**src/rtl/pkt_rsel_rr_if.sv**
```systemverilog
// pkt_rsel_rr_if: bundles the packet selector's input-side and output-side
// handshake/bus signals.
//   slave  modport : the selector itself (consumes packets, drives result)
//   master modport : the surrounding logic (sources + downstream sink)
// Signals:
//   node/gen/opr0/opr1/mem_wen_i_prs : packed per-channel packet fields
//   valid_i_prs / ready_o_prs        : per-channel input handshake
//   mode_i_prs, sel_i_prs            : round-robin / forced-select control
//   *_o_prs, ch_o_prs                : held output packet and its source channel
//   valid_o_prs / ready_i_prs        : output handshake
interface pkt_rsel_rr_if #(
  parameter int unsigned NCH    = 4,
  parameter int unsigned CH_W   = 2,
  parameter int unsigned NODE_W = 16,
  parameter int unsigned GEN_W  = 12,
  parameter int unsigned OPR_W  = 32,
  parameter int unsigned WEN_W  = 2
);
  logic [NCH*NODE_W-1:0] node_i_prs;
  logic [NCH*GEN_W-1:0]  gen_i_prs;
  logic [NCH*OPR_W-1:0]  opr0_i_prs;
  logic [NCH*OPR_W-1:0]  opr1_i_prs;
  logic [NCH*WEN_W-1:0]  mem_wen_i_prs;
  logic [NCH-1:0]        valid_i_prs;
  logic [NCH-1:0]        ready_o_prs;
  logic                  mode_i_prs;
  logic [CH_W-1:0]       sel_i_prs;
  logic [NODE_W-1:0]     node_o_prs;
  logic [GEN_W-1:0]      gen_o_prs;
  logic [OPR_W-1:0]      opr0_o_prs;
  logic [OPR_W-1:0]      opr1_o_prs;
  logic [WEN_W-1:0]      mem_wen_o_prs;
  logic [CH_W-1:0]       ch_o_prs;
  logic                  valid_o_prs;
  logic                  ready_i_prs;

  modport slave (
    input  node_i_prs, gen_i_prs, opr0_i_prs, opr1_i_prs, mem_wen_i_prs,
    input  valid_i_prs, mode_i_prs, sel_i_prs, ready_i_prs,
    output ready_o_prs, node_o_prs, gen_o_prs, opr0_o_prs, opr1_o_prs,
    output mem_wen_o_prs, ch_o_prs, valid_o_prs
  );

  modport master (
    output node_i_prs, gen_i_prs, opr0_i_prs, opr1_i_prs, mem_wen_i_prs,
    output valid_i_prs, mode_i_prs, sel_i_prs, ready_i_prs,
    input  ready_o_prs, node_o_prs, gen_o_prs, opr0_o_prs, opr1_o_prs,
    input  mem_wen_o_prs, ch_o_prs, valid_o_prs
  );
endinterface

```
**src/rtl/pkt_rsel_rr.sv**
```systemverilog
// pkt_rsel_rr: registered NCH-channel result-packet selector.
// Arbitrates packet sources (node, gen, opr0, opr1, mem_wen) onto a single
// output register using round-robin or forced channel selection, with
// valid/ready handshakes on both sides and one packet per cycle throughput.
// Ports:
//   clk_i_prs  : clock
//   rst_i_prs  : asynchronous active-high reset
//   bus        : pkt_rsel_rr_if.slave (packet inputs, per-channel ready,
//                mode/sel control, registered output packet + handshake)
// Optional feature (macro PRS_PKT_CNT_EN):
//   clr_i_prs  : synchronous clear of the transfer counter (beats increment)
//   cnt_o_prs  : saturating 16-bit count of output transfers
module pkt_rsel_rr #(
  parameter int unsigned NCH    = 4,
  parameter int unsigned CH_W   = 2,
  parameter int unsigned NODE_W = 16,
  parameter int unsigned GEN_W  = 12,
  parameter int unsigned OPR_W  = 32,
  parameter int unsigned WEN_W  = 2
) (
  input  logic          clk_i_prs,
  input  logic          rst_i_prs,
`ifdef PRS_PKT_CNT_EN
  input  logic          clr_i_prs,
  output logic [15:0]   cnt_o_prs,
`endif
  pkt_rsel_rr_if.slave  bus
);

  localparam int unsigned CNT_W = 16;

  // Output register and round-robin pointer
  logic              valid_q;
  logic [CH_W-1:0]   ch_q;
  logic [CH_W-1:0]   ptr_q;
  logic [NODE_W-1:0] node_q;
  logic [GEN_W-1:0]  gen_q;
  logic [OPR_W-1:0]  opr0_q;
  logic [OPR_W-1:0]  opr1_q;
  logic [WEN_W-1:0]  wen_q;

  // Combinational grant / handshake terms
  logic              gnt_any_c;
  logic [CH_W-1:0]   gnt_idx_c;
  logic [CH_W-1:0]   ptr_nxt_c;
  logic [CH_W-1:0]   hi_idx_c;
  logic [CH_W-1:0]   lo_idx_c;
  logic              hi_hit_c;
  logic              lo_hit_c;
  logic              load_c;
  logic              xfer_in_c;
  logic              xfer_out_c;
  logic [NCH-1:0]    ready_c;
  logic [NODE_W-1:0] node_c;
  logic [GEN_W-1:0]  gen_c;
  logic [OPR_W-1:0]  opr0_c;
  logic [OPR_W-1:0]  opr1_c;
  logic [WEN_W-1:0]  wen_c;

  // Grant selection. Round-robin keeps two candidates: the lowest valid
  // channel at or above ptr (preferred), and the lowest valid channel
  // overall (the wrap-around case). Loops run downward so the lowest wins.
  always_comb begin : grant
    gnt_any_c = 1'b0;
    gnt_idx_c = '0;
    hi_hit_c  = 1'b0;
    hi_idx_c  = '0;
    lo_hit_c  = 1'b0;
    lo_idx_c  = '0;
    if (bus.mode_i_prs) begin
      // Forced: only the selected channel, and only if valid; an index
      // outside 0..NCH-1 never matches.
      for (int k = 0; k < int'(NCH); k++) begin
        if (bus.valid_i_prs[k] && (bus.sel_i_prs == CH_W'(k))) begin
          gnt_any_c = 1'b1;
          gnt_idx_c = CH_W'(k);
        end
      end
    end else begin
      for (int k = int'(NCH) - 1; k >= 0; k--) begin
        if (bus.valid_i_prs[k]) begin
          lo_hit_c = 1'b1;
          lo_idx_c = CH_W'(k);
          if (k >= int'(ptr_q)) begin
            hi_hit_c = 1'b1;
            hi_idx_c = CH_W'(k);
          end
        end
      end
      gnt_any_c = lo_hit_c;
      gnt_idx_c = hi_hit_c ? hi_idx_c : lo_idx_c;
    end
  end

  // Handshake terms; ready is suppressed while reset is held
  always_comb begin : handshake
    load_c     = !valid_q || bus.ready_i_prs;
    xfer_out_c = valid_q && bus.ready_i_prs;
    ready_c    = '0;
    for (int k = 0; k < int'(NCH); k++) begin
      ready_c[k] = !rst_i_prs && load_c && gnt_any_c && (gnt_idx_c == CH_W'(k));
    end
    // A grant implies the channel's valid bit, so any ready is a transfer
    xfer_in_c  = |ready_c;
    ptr_nxt_c  = (gnt_idx_c == CH_W'(NCH - 1)) ? '0 : gnt_idx_c + CH_W'(1);
  end

  // Field mux for the granted channel
  always_comb begin : field_mux
    node_c = '0;
    gen_c  = '0;
    opr0_c = '0;
    opr1_c = '0;
    wen_c  = '0;
    for (int k = 0; k < int'(NCH); k++) begin
      if (gnt_idx_c == CH_W'(k)) begin
        node_c = bus.node_i_prs[k*NODE_W +: NODE_W];
        gen_c  = bus.gen_i_prs[k*GEN_W +: GEN_W];
        opr0_c = bus.opr0_i_prs[k*OPR_W +: OPR_W];
        opr1_c = bus.opr1_i_prs[k*OPR_W +: OPR_W];
        wen_c  = bus.mem_wen_i_prs[k*WEN_W +: WEN_W];
      end
    end
  end

  // Output register: replace on input transfer, otherwise drain on output
  // transfer (data held), otherwise hold.
  always_ff @(posedge clk_i_prs or posedge rst_i_prs) begin : out_reg
    if (rst_i_prs) begin
      valid_q <= 1'b0;
      ch_q    <= '0;
      ptr_q   <= '0;
      node_q  <= '0;
      gen_q   <= '0;
      opr0_q  <= '0;
      opr1_q  <= '0;
      wen_q   <= '0;
    end else if (xfer_in_c) begin
      valid_q <= 1'b1;
      ch_q    <= gnt_idx_c;
      ptr_q   <= ptr_nxt_c;
      node_q  <= node_c;
      gen_q   <= gen_c;
      opr0_q  <= opr0_c;
      opr1_q  <= opr1_c;
      wen_q   <= wen_c;
    end else if (xfer_out_c) begin
      valid_q <= 1'b0;
    end
  end

  assign bus.ready_o_prs   = ready_c;
  assign bus.valid_o_prs   = valid_q;
  assign bus.ch_o_prs      = ch_q;
  assign bus.node_o_prs    = node_q;
  assign bus.gen_o_prs     = gen_q;
  assign bus.opr0_o_prs    = opr0_q;
  assign bus.opr1_o_prs    = opr1_q;
  assign bus.mem_wen_o_prs = wen_q;

`ifdef PRS_PKT_CNT_EN
  logic [CNT_W-1:0] cnt_q;

  // Saturating output-transfer counter; clear beats increment
  always_ff @(posedge clk_i_prs or posedge rst_i_prs) begin : xfer_cnt
    if (rst_i_prs) begin
      cnt_q <= '0;
    end else if (clr_i_prs) begin
      cnt_q <= '0;
    end else if (xfer_out_c && (cnt_q != {CNT_W{1'b1}})) begin
      cnt_q <= cnt_q + CNT_W'(1);
    end
  end

  assign cnt_o_prs = cnt_q;
`endif

endmodule

```
**src/flat_wrapper.sv**
```systemverilog
// flat-port wrapper written by rule: the top's interface ports become plain ports
module pkt_rsel_rr_flat 
#(
  parameter int unsigned NCH    = 4,
  parameter int unsigned CH_W   = 2,
  parameter int unsigned NODE_W = 16,
  parameter int unsigned GEN_W  = 12,
  parameter int unsigned OPR_W  = 32,
  parameter int unsigned WEN_W  = 2
)
  (clk_i_prs, rst_i_prs, bus_node_i_prs, bus_gen_i_prs, bus_opr0_i_prs, bus_opr1_i_prs, bus_mem_wen_i_prs, bus_valid_i_prs, bus_mode_i_prs, bus_sel_i_prs, bus_ready_i_prs, bus_ready_o_prs, bus_node_o_prs, bus_gen_o_prs, bus_opr0_o_prs, bus_opr1_o_prs, bus_mem_wen_o_prs, bus_ch_o_prs, bus_valid_o_prs);
  pkt_rsel_rr_if #(.NCH(NCH), .CH_W(CH_W), .NODE_W(NODE_W), .GEN_W(GEN_W), .OPR_W(OPR_W), .WEN_W(WEN_W)) bus_i ();
  input  logic clk_i_prs;
  input  logic rst_i_prs;
  input wire logic [$bits(bus_i.node_i_prs)-1:0] bus_node_i_prs;
  input wire logic [$bits(bus_i.gen_i_prs)-1:0] bus_gen_i_prs;
  input wire logic [$bits(bus_i.opr0_i_prs)-1:0] bus_opr0_i_prs;
  input wire logic [$bits(bus_i.opr1_i_prs)-1:0] bus_opr1_i_prs;
  input wire logic [$bits(bus_i.mem_wen_i_prs)-1:0] bus_mem_wen_i_prs;
  input wire logic [$bits(bus_i.valid_i_prs)-1:0] bus_valid_i_prs;
  input wire logic [$bits(bus_i.mode_i_prs)-1:0] bus_mode_i_prs;
  input wire logic [$bits(bus_i.sel_i_prs)-1:0] bus_sel_i_prs;
  input wire logic [$bits(bus_i.ready_i_prs)-1:0] bus_ready_i_prs;
  output wire logic [$bits(bus_i.ready_o_prs)-1:0] bus_ready_o_prs;
  output wire logic [$bits(bus_i.node_o_prs)-1:0] bus_node_o_prs;
  output wire logic [$bits(bus_i.gen_o_prs)-1:0] bus_gen_o_prs;
  output wire logic [$bits(bus_i.opr0_o_prs)-1:0] bus_opr0_o_prs;
  output wire logic [$bits(bus_i.opr1_o_prs)-1:0] bus_opr1_o_prs;
  output wire logic [$bits(bus_i.mem_wen_o_prs)-1:0] bus_mem_wen_o_prs;
  output wire logic [$bits(bus_i.ch_o_prs)-1:0] bus_ch_o_prs;
  output wire logic [$bits(bus_i.valid_o_prs)-1:0] bus_valid_o_prs;
  assign bus_i.node_i_prs = bus_node_i_prs;
  assign bus_i.gen_i_prs = bus_gen_i_prs;
  assign bus_i.opr0_i_prs = bus_opr0_i_prs;
  assign bus_i.opr1_i_prs = bus_opr1_i_prs;
  assign bus_i.mem_wen_i_prs = bus_mem_wen_i_prs;
  assign bus_i.valid_i_prs = bus_valid_i_prs;
  assign bus_i.mode_i_prs = bus_mode_i_prs;
  assign bus_i.sel_i_prs = bus_sel_i_prs;
  assign bus_i.ready_i_prs = bus_ready_i_prs;
  assign bus_ready_o_prs = bus_i.ready_o_prs;
  assign bus_node_o_prs = bus_i.node_o_prs;
  assign bus_gen_o_prs = bus_i.gen_o_prs;
  assign bus_opr0_o_prs = bus_i.opr0_o_prs;
  assign bus_opr1_o_prs = bus_i.opr1_o_prs;
  assign bus_mem_wen_o_prs = bus_i.mem_wen_o_prs;
  assign bus_ch_o_prs = bus_i.ch_o_prs;
  assign bus_valid_o_prs = bus_i.valid_o_prs;
  pkt_rsel_rr #(.NCH(NCH), .CH_W(CH_W), .NODE_W(NODE_W), .GEN_W(GEN_W), .OPR_W(OPR_W), .WEN_W(WEN_W)) u_core (.clk_i_prs(clk_i_prs), .rst_i_prs(rst_i_prs), .bus(bus_i));
endmodule
```
**config.mk**
```make
export PLATFORM = sky130hd
export DESIGN_NAME = pkt_rsel_rr_flat
export DESIGN_NICKNAME = d
export VERILOG_FILES = /design/src/rtl/pkt_rsel_rr_if.sv /design/src/rtl/pkt_rsel_rr.sv /design/src/flat_wrapper.sv
export SDC_FILE = /design/constraint.sdc
export NUM_CORES = 1
export LEC_CHECK = 0
export CAP_MARGIN = 20
export CORE_AREA = 2 2 189 191
export CTS_CLUSTER_SIZE = 25
export DETAILED_ROUTE_END_ITERATION = 10
export DIE_AREA = 0 0 191 193
export HOLD_SLACK_MARGIN = 0.08
export MAX_ROUTING_LAYER = met4
export PLACE_DENSITY_LB_ADDON = 0.1
export SLEW_MARGIN = 20
export SYNTH_ARGS = -nofsm -noshare
export SYNTH_HDL_FRONTEND = slang
export SYNTH_SLANG_ARGS = --single-unit
```
**constraint.sdc**
```tcl
create_clock -name clk_i_prs -period 5.89 [get_ports clk_i_prs]
set_clock_uncertainty 0.2 [all_clocks]
set_input_delay 1.178 -clock clk_i_prs [delete_from_list [all_inputs] [get_ports clk_i_prs]]
set_output_delay 1.178 -clock clk_i_prs [all_outputs]
set_load 0.03 [all_outputs]
```
# Word-level counts from Yosys, hierarchy flattened
# Cells that the tools add are included.
# W data, S select, Z words.
[totals]
reg_bits = 99
input_bits = 386
output_inout_bits = 101
word_cells = 90
[op_classes]
addsub = 1
order_cmp = 3
n_eq_ne = 6
n_mux = 54
reduce_logical = 18
[op_table]
columns = ["operator", "n"]
rows = [
  ["$mux W32", 8],
  ["$mux W16", 4],
  ["$mux W12", 4],
  ["$mux W2", 19],
  ["$mux W1", 19],
  ["$logic_and A1 B1 Y1", 11],
  ["$eq A2 B2 Y1 const B", 4],
  ["$eq A2 B1 Y1 const B", 2],
  ["$ge A1 B2 Y1 const A", 2],
  ["$logic_not A2 Y1", 2],
  ["$reduce_or A4 Y1", 1],
  ["$add A2 B1 Y2 const B", 1],
  ["$ge A2 B2 Y1 const A", 1],
  ["$logic_not A1 Y1", 2],
  ["$reduce_bool A2 Y1", 1],
  ["$logic_or A1 B1 Y1", 1],
]

# Logic depth before layout (Yosys ltp)
[logic_depth]
ltp_word = 15
mapped_depth = 12
depth_no_buf = 9

# Worst setup path before layout
# No wires, ideal clock.
[synth_path]
kind = "in2out"
startpoint = "input port rst_i_prs"
endpoint = "output port bus_ready_o_prs[0]"
arrival_ns = 4.348
required_time_ns = 4.512
path_slack_ns = 0.164
path_stages = 4
path_buffers = 0
path_cell_list = "inv_1 > nand2_1 > nor3_1 > and2_1"
[synth_via]
elab_chain_cells = 4
[synth_rtl]
columns = ["item", "line_no", "rtl"]
rows = [
  ["from (decl)", "flat_wrapper.sv:14", "input logic rst_i_prs;"],
  ["$logic_not A1 Y1", "pkt_rsel_rr.sv:101", "ready_c[k] = !rst_i_prs && load_c && gnt_any_c && (gnt_idx_c == CH_W'(k));"],
  ["$logic_and A1 B1 Y1 (3 in series)", "pkt_rsel_rr.sv:101", ""],
  ["to (decl)", "flat_wrapper.sv:24", "output wire logic [$bits(bus_i.ready_o_prs)-1:0] bus_ready_o_prs;"],
]
# Every way passes these cells.

# Final worst setup path
[layout_path]
startpoint = "input port bus_sel_i_prs[0]"
endpoint = "output port bus_ready_o_prs[1]"
[layout_via]
elab_chain_cells = 9
word_cells_on_any_way = 20
cone_classes = "eq/ne (4); mux (9); reduce/logical (7)"
[layout_rtl]
columns = ["item", "line_no", "rtl"]
rows = [
  ["from (decl)", "flat_wrapper.sv:22", "input wire logic [$bits(bus_i.sel_i_prs)-1:0] bus_sel_i_prs;"],
  ["$logic_not A2 Y1", "pkt_rsel_rr.sv:74", "if (bus.valid_i_prs[k] && (bus.sel_i_prs == CH_W'(k))) begin"],
  ["$logic_and A1 B1 Y1", "pkt_rsel_rr.sv:74", ""],
  ["$mux W1 (4 in series)", "pkt_rsel_rr.sv:74", ""],
  ["$mux W1", "pkt_rsel_rr.sv:70", "if (bus.mode_i_prs) begin"],
  ["$logic_and A1 B1 Y1", "pkt_rsel_rr.sv:101", ""],
  ["$logic_and A1 B1 Y1 *", "pkt_rsel_rr.sv:101", ""],
]
# Mark *: on every way between the ends. The rest lies on a longest branch, timed or not.

==> impl_metrics.csv <==
group,metric,value,unit
routing,detail-route-antenna-nets,0,
synth,synth_area_leader_cell,"dfrtp_1",
floorplanning,die_w,191,um
cts,h-tree-depth,3,
power,p_switching,2010,uW
cts,tritoncts,"yes",
timing,hold_viol,0,
worst_setup_path,critPathMostFrequentCell,"clkdlybuf4s50_1",
timing,setup_slack,0.788,ns
synth,muxShareOfSynthArea,17.2,%
cts,cts_inserted_buffers,9,
power,power_frac_comb,62.5,%
timing,whs,0.288,ns
timing,finalCriticalPeriod,5.10,ns
power,p_seq_share,24.5,%
routing,via_per_inst,4.58,
worst_setup_path,required,4.51,ns
worst_setup_path,cp.arrival,3.72,ns
run,maxCapViolCount,0,
synth,yosys_warnings,0,
cts,root_buffer,"clkbuf_16",
power,switching_share,42.5,%
cts,cts_setup_buffers,0,
worst_setup_path,endpoint_kind,"primary output",
power,power_density,384,nW/um^2
worst_setup_path,critPathKind,"in -> out",
final_layout,finalNetCount,1519,
synth,synthXorXnorAreaFrac,0,%
placed_design,place.port_buffers,486,
cts,cts_hold_buf,0,
global_route,grt-ovfl-total,0,
placed_design,post-place-ws,0.784,ns
worst_setup_path,worst-path-max-fanout,4,
final_layout,fillers,3635,
synth,ys_types,31,
final_layout,seq_area,2480,um^2
synth,synth_top_family_by_area,"compound AO/OA/AOI/OAI gates",
floorplanning,io_pins,487,
synth,syn_nets,1078,
synth,synthSimpleGateAreaFrac,16.1,%
routing,post_drt_wl_per_cell,19.2,um
global_route,grt_usage,16.1,%
global_route,antenna_found_initial,1,
cts,clk_latency,0.36,ns
global_route,grt_pass1_wl,43700,um
worst_setup_path,startpoint_type,"input port",
power,leakagePower,0.00453,uW
synth,yosys_register_bits,99,
floorplanning,core,35000,um^2
timing,drv_slew,0,
timing,tightest_slew,1.15,ns
cts,clock_sinks,99,
worst_setup_path,critPathMaxStageDelay,0.64,ns
final_layout,multi_input_area,3910,um^2
placed_design,dpl.hpwl,23500,um
routing,vias,7307,
floorplanning,die_y,193,um
synth,synth_compound_area_share,23.9,%
cts,clockBufferDepth,2,
placed_design,gp_congestion,0.795,
synth,yosys-top-cells-area,"dfrtp_1, mux2_2, a221oi_1, o31ai_1, nor2b_1",
synth,syn_area,6660,um^2
power,pwr-share-clk,13.0,%
routing,drtIter0Drc,273,
synth,syn_avg_cell_area,9.68,um^2
synth,yosysTopAreaCellShare,37.2,%
power,p_int,2720,uW
floorplanning,start_util,19.0,%
worst_setup_path,critPathBufInv,2,
final_layout,area_delta_synth_final,84.8,%
timing,finalCritPeriodShare,86.6,%
timing,rsz0062_at_grt,"no",
worst_setup_path,cp_top_family,"buffers and inverters",
worst_setup_path,startpoint,"bus_sel_i_prs[0]",
routing,wl,30700,um
synth,synthAdderAreaFrac,0.752,%
global_route,grt_max_degree,99,
worst_setup_path,worstPathCellList,"clkdlybuf4s50_1 > mux4_2 > nor2b_1 > nor3_1 > and2_1 > clkdlybuf4s50_1",
synth,ys_seq_area_share,37.2,%
timing,setup_viol,0,
global_route,grt_pass1_vias,7416,
status,status,"completed",
final_layout,most-common-layout-cells,"clkdlybuf4s50_1, dfrtp_1, nand2_1",
worst_hold_path,hold_path_startpoint,"u_core.bus.opr0_o_prs[11]",
floorplanning,die_area,36900,um^2
routing,drc_errors,0,
timing,max-slew-margin-rel,23.3,%
worst_setup_path,slowest_stage,"clkdlybuf4s50_1",
floorplanning,rows,69,
cts,clk_pin_slew,0.07,ns
final_layout,drive_gt1_share,10.5,%
routing,first_pass_iters,4,
worst_setup_path,r2r_start,"u_core.ptr_q[0]",
worst_hold_path,hold_path_class,"reg -> reg",
final_layout,final_common_cell,"clkdlybuf4s50_1",
power,peakVddDrop,0.165,mV
timing,fmax,0.196,GHz
timing,tns,0,ns
cts,cts-resized-gates,0,
power,total_power,4720,uW
synth,synthCells,688,
[final cells by class]
cell class                 instances  area share (%)
timing repair buffer             503            40.8
multi-input combinational        511            31.8
antenna                            1          0.0203
inverter                           5           0.173
tap                              461            4.69
sequential                        99            20.1
clock buffer                      12            2.00
clock inverter                     4           0.407
[cells by family (layout without fill, tap and decap cells)]
family / count (synthesis) / count (layout)
and+or+nand+nor: 209 / 209
buffers and inverters: 78 / 524
adders and majority gates: 4 / 4
other: 0 / 1
AOI/OAI and AO/OA: 197 / 197
muxes: 101 / 101
DFF: 99 / 99
[synth_stat cells, drive strengths merged]
| master | number |
|---|---|
| a21oi | 3 |
| a221oi | 93 |
| a22o | 1 |
| a311oi | 1 |
| a32oi | 2 |
| a41oi | 1 |
| and2 | 4 |
| buf | 12 |
| clkbuf | 61 |
| dfrtp | 99 |
| ha | 4 |
| inv | 5 |
| mux2 | 99 |
| mux2i | 1 |
| mux4 | 1 |
| nand2 | 98 |
| nand2b | 3 |
| nand3 | 1 |
| nor2 | 2 |
| nor2b | 97 |
| nor3 | 1 |
| nor4 | 2 |
| nor4b | 1 |
| o21ai | 1 |
| o31ai | 93 |
| o32ai | 1 |
| o41ai | 1 |
[path summary, 6_finish.rpt]
kind                                              to  slack (ns)  depth (start not counted)
setup / recovery                  bus_ready_o_prs[1]        0.79                          6
max in group asynchronous   u_core.bus.opr0_o_prs[2]        3.09                          4
setup reg to reg            u_core.bus.opr0_o_prs[4]        2.30                         11
min in group asynchronous   u_core.bus.opr1_o_prs[2]        1.13                          3
hold reg to reg            u_core.bus.opr0_o_prs[11]        0.29                          1
hold / removal             u_core.bus.opr0_o_prs[11]        0.29                          1
[worst reg2reg max path, stage by stage, from the launching register on]
cell and delay [ns]:
dfrtp_1 0.45, nand2b_1 0.19, a32oi_1 0.22, a32oi_1 0.16, buf_4 0.19, inv_1 0.13, ha_1 0.24, nor2b_4 0.17
buf_4 0.68, a221oi_1 0.35, o31ai_1 0.37, mux2_1 0.18
[stage by stage]
stage	utilization [%]	std cells	area (um^2)
floorplan	-	688	6660
global placement	34.3	1579	12000
detailed placement	34.3	1579	12000
CTS	35.2	1595	12300
global route	35.2	1596	12300
finish	35.2	1596	12300
[power groups by stage]
stage	clock (uW)	combinational, uW	sequential [uW]
2_1_floorplan	0	1060	1780
3_3_place_gp	0	3020	1160
3_5_place_dp	0	3010	1170
4_1_cts	653	3020	1160
5_1_grt	681	3140	1210
6_report	616	2950	1160
[sequential cells by signal (all words and copies together), names as in the netlist]
register                  cells
u_core.bus.node_o_prs        16
u_core.bus.ch_o_prs           2
u_core.bus.mem_wen_o_prs      2
u_core.bus.gen_o_prs         12
u_core.ptr_q                  2
u_core.bus.valid_o_prs        1
u_core.bus.opr0_o_prs        32
u_core.bus.opr1_o_prs        32
[metal layers]
| layer | up-vias | wire [um] | global-route usage [%] |
|---|---|---|---|
| met4 | 0 | 187 | 2.74 |
| li1 | 3494 | - | - |
| met3 | 8 | 2610 | 4.72 |
| met1 | 3501 | 12200 | 17.8 |
| met5 | - | 0 | - |
| met2 | 304 | 15700 | 29.1 |
Note: power is estimated with default switching activity, not from simulation.
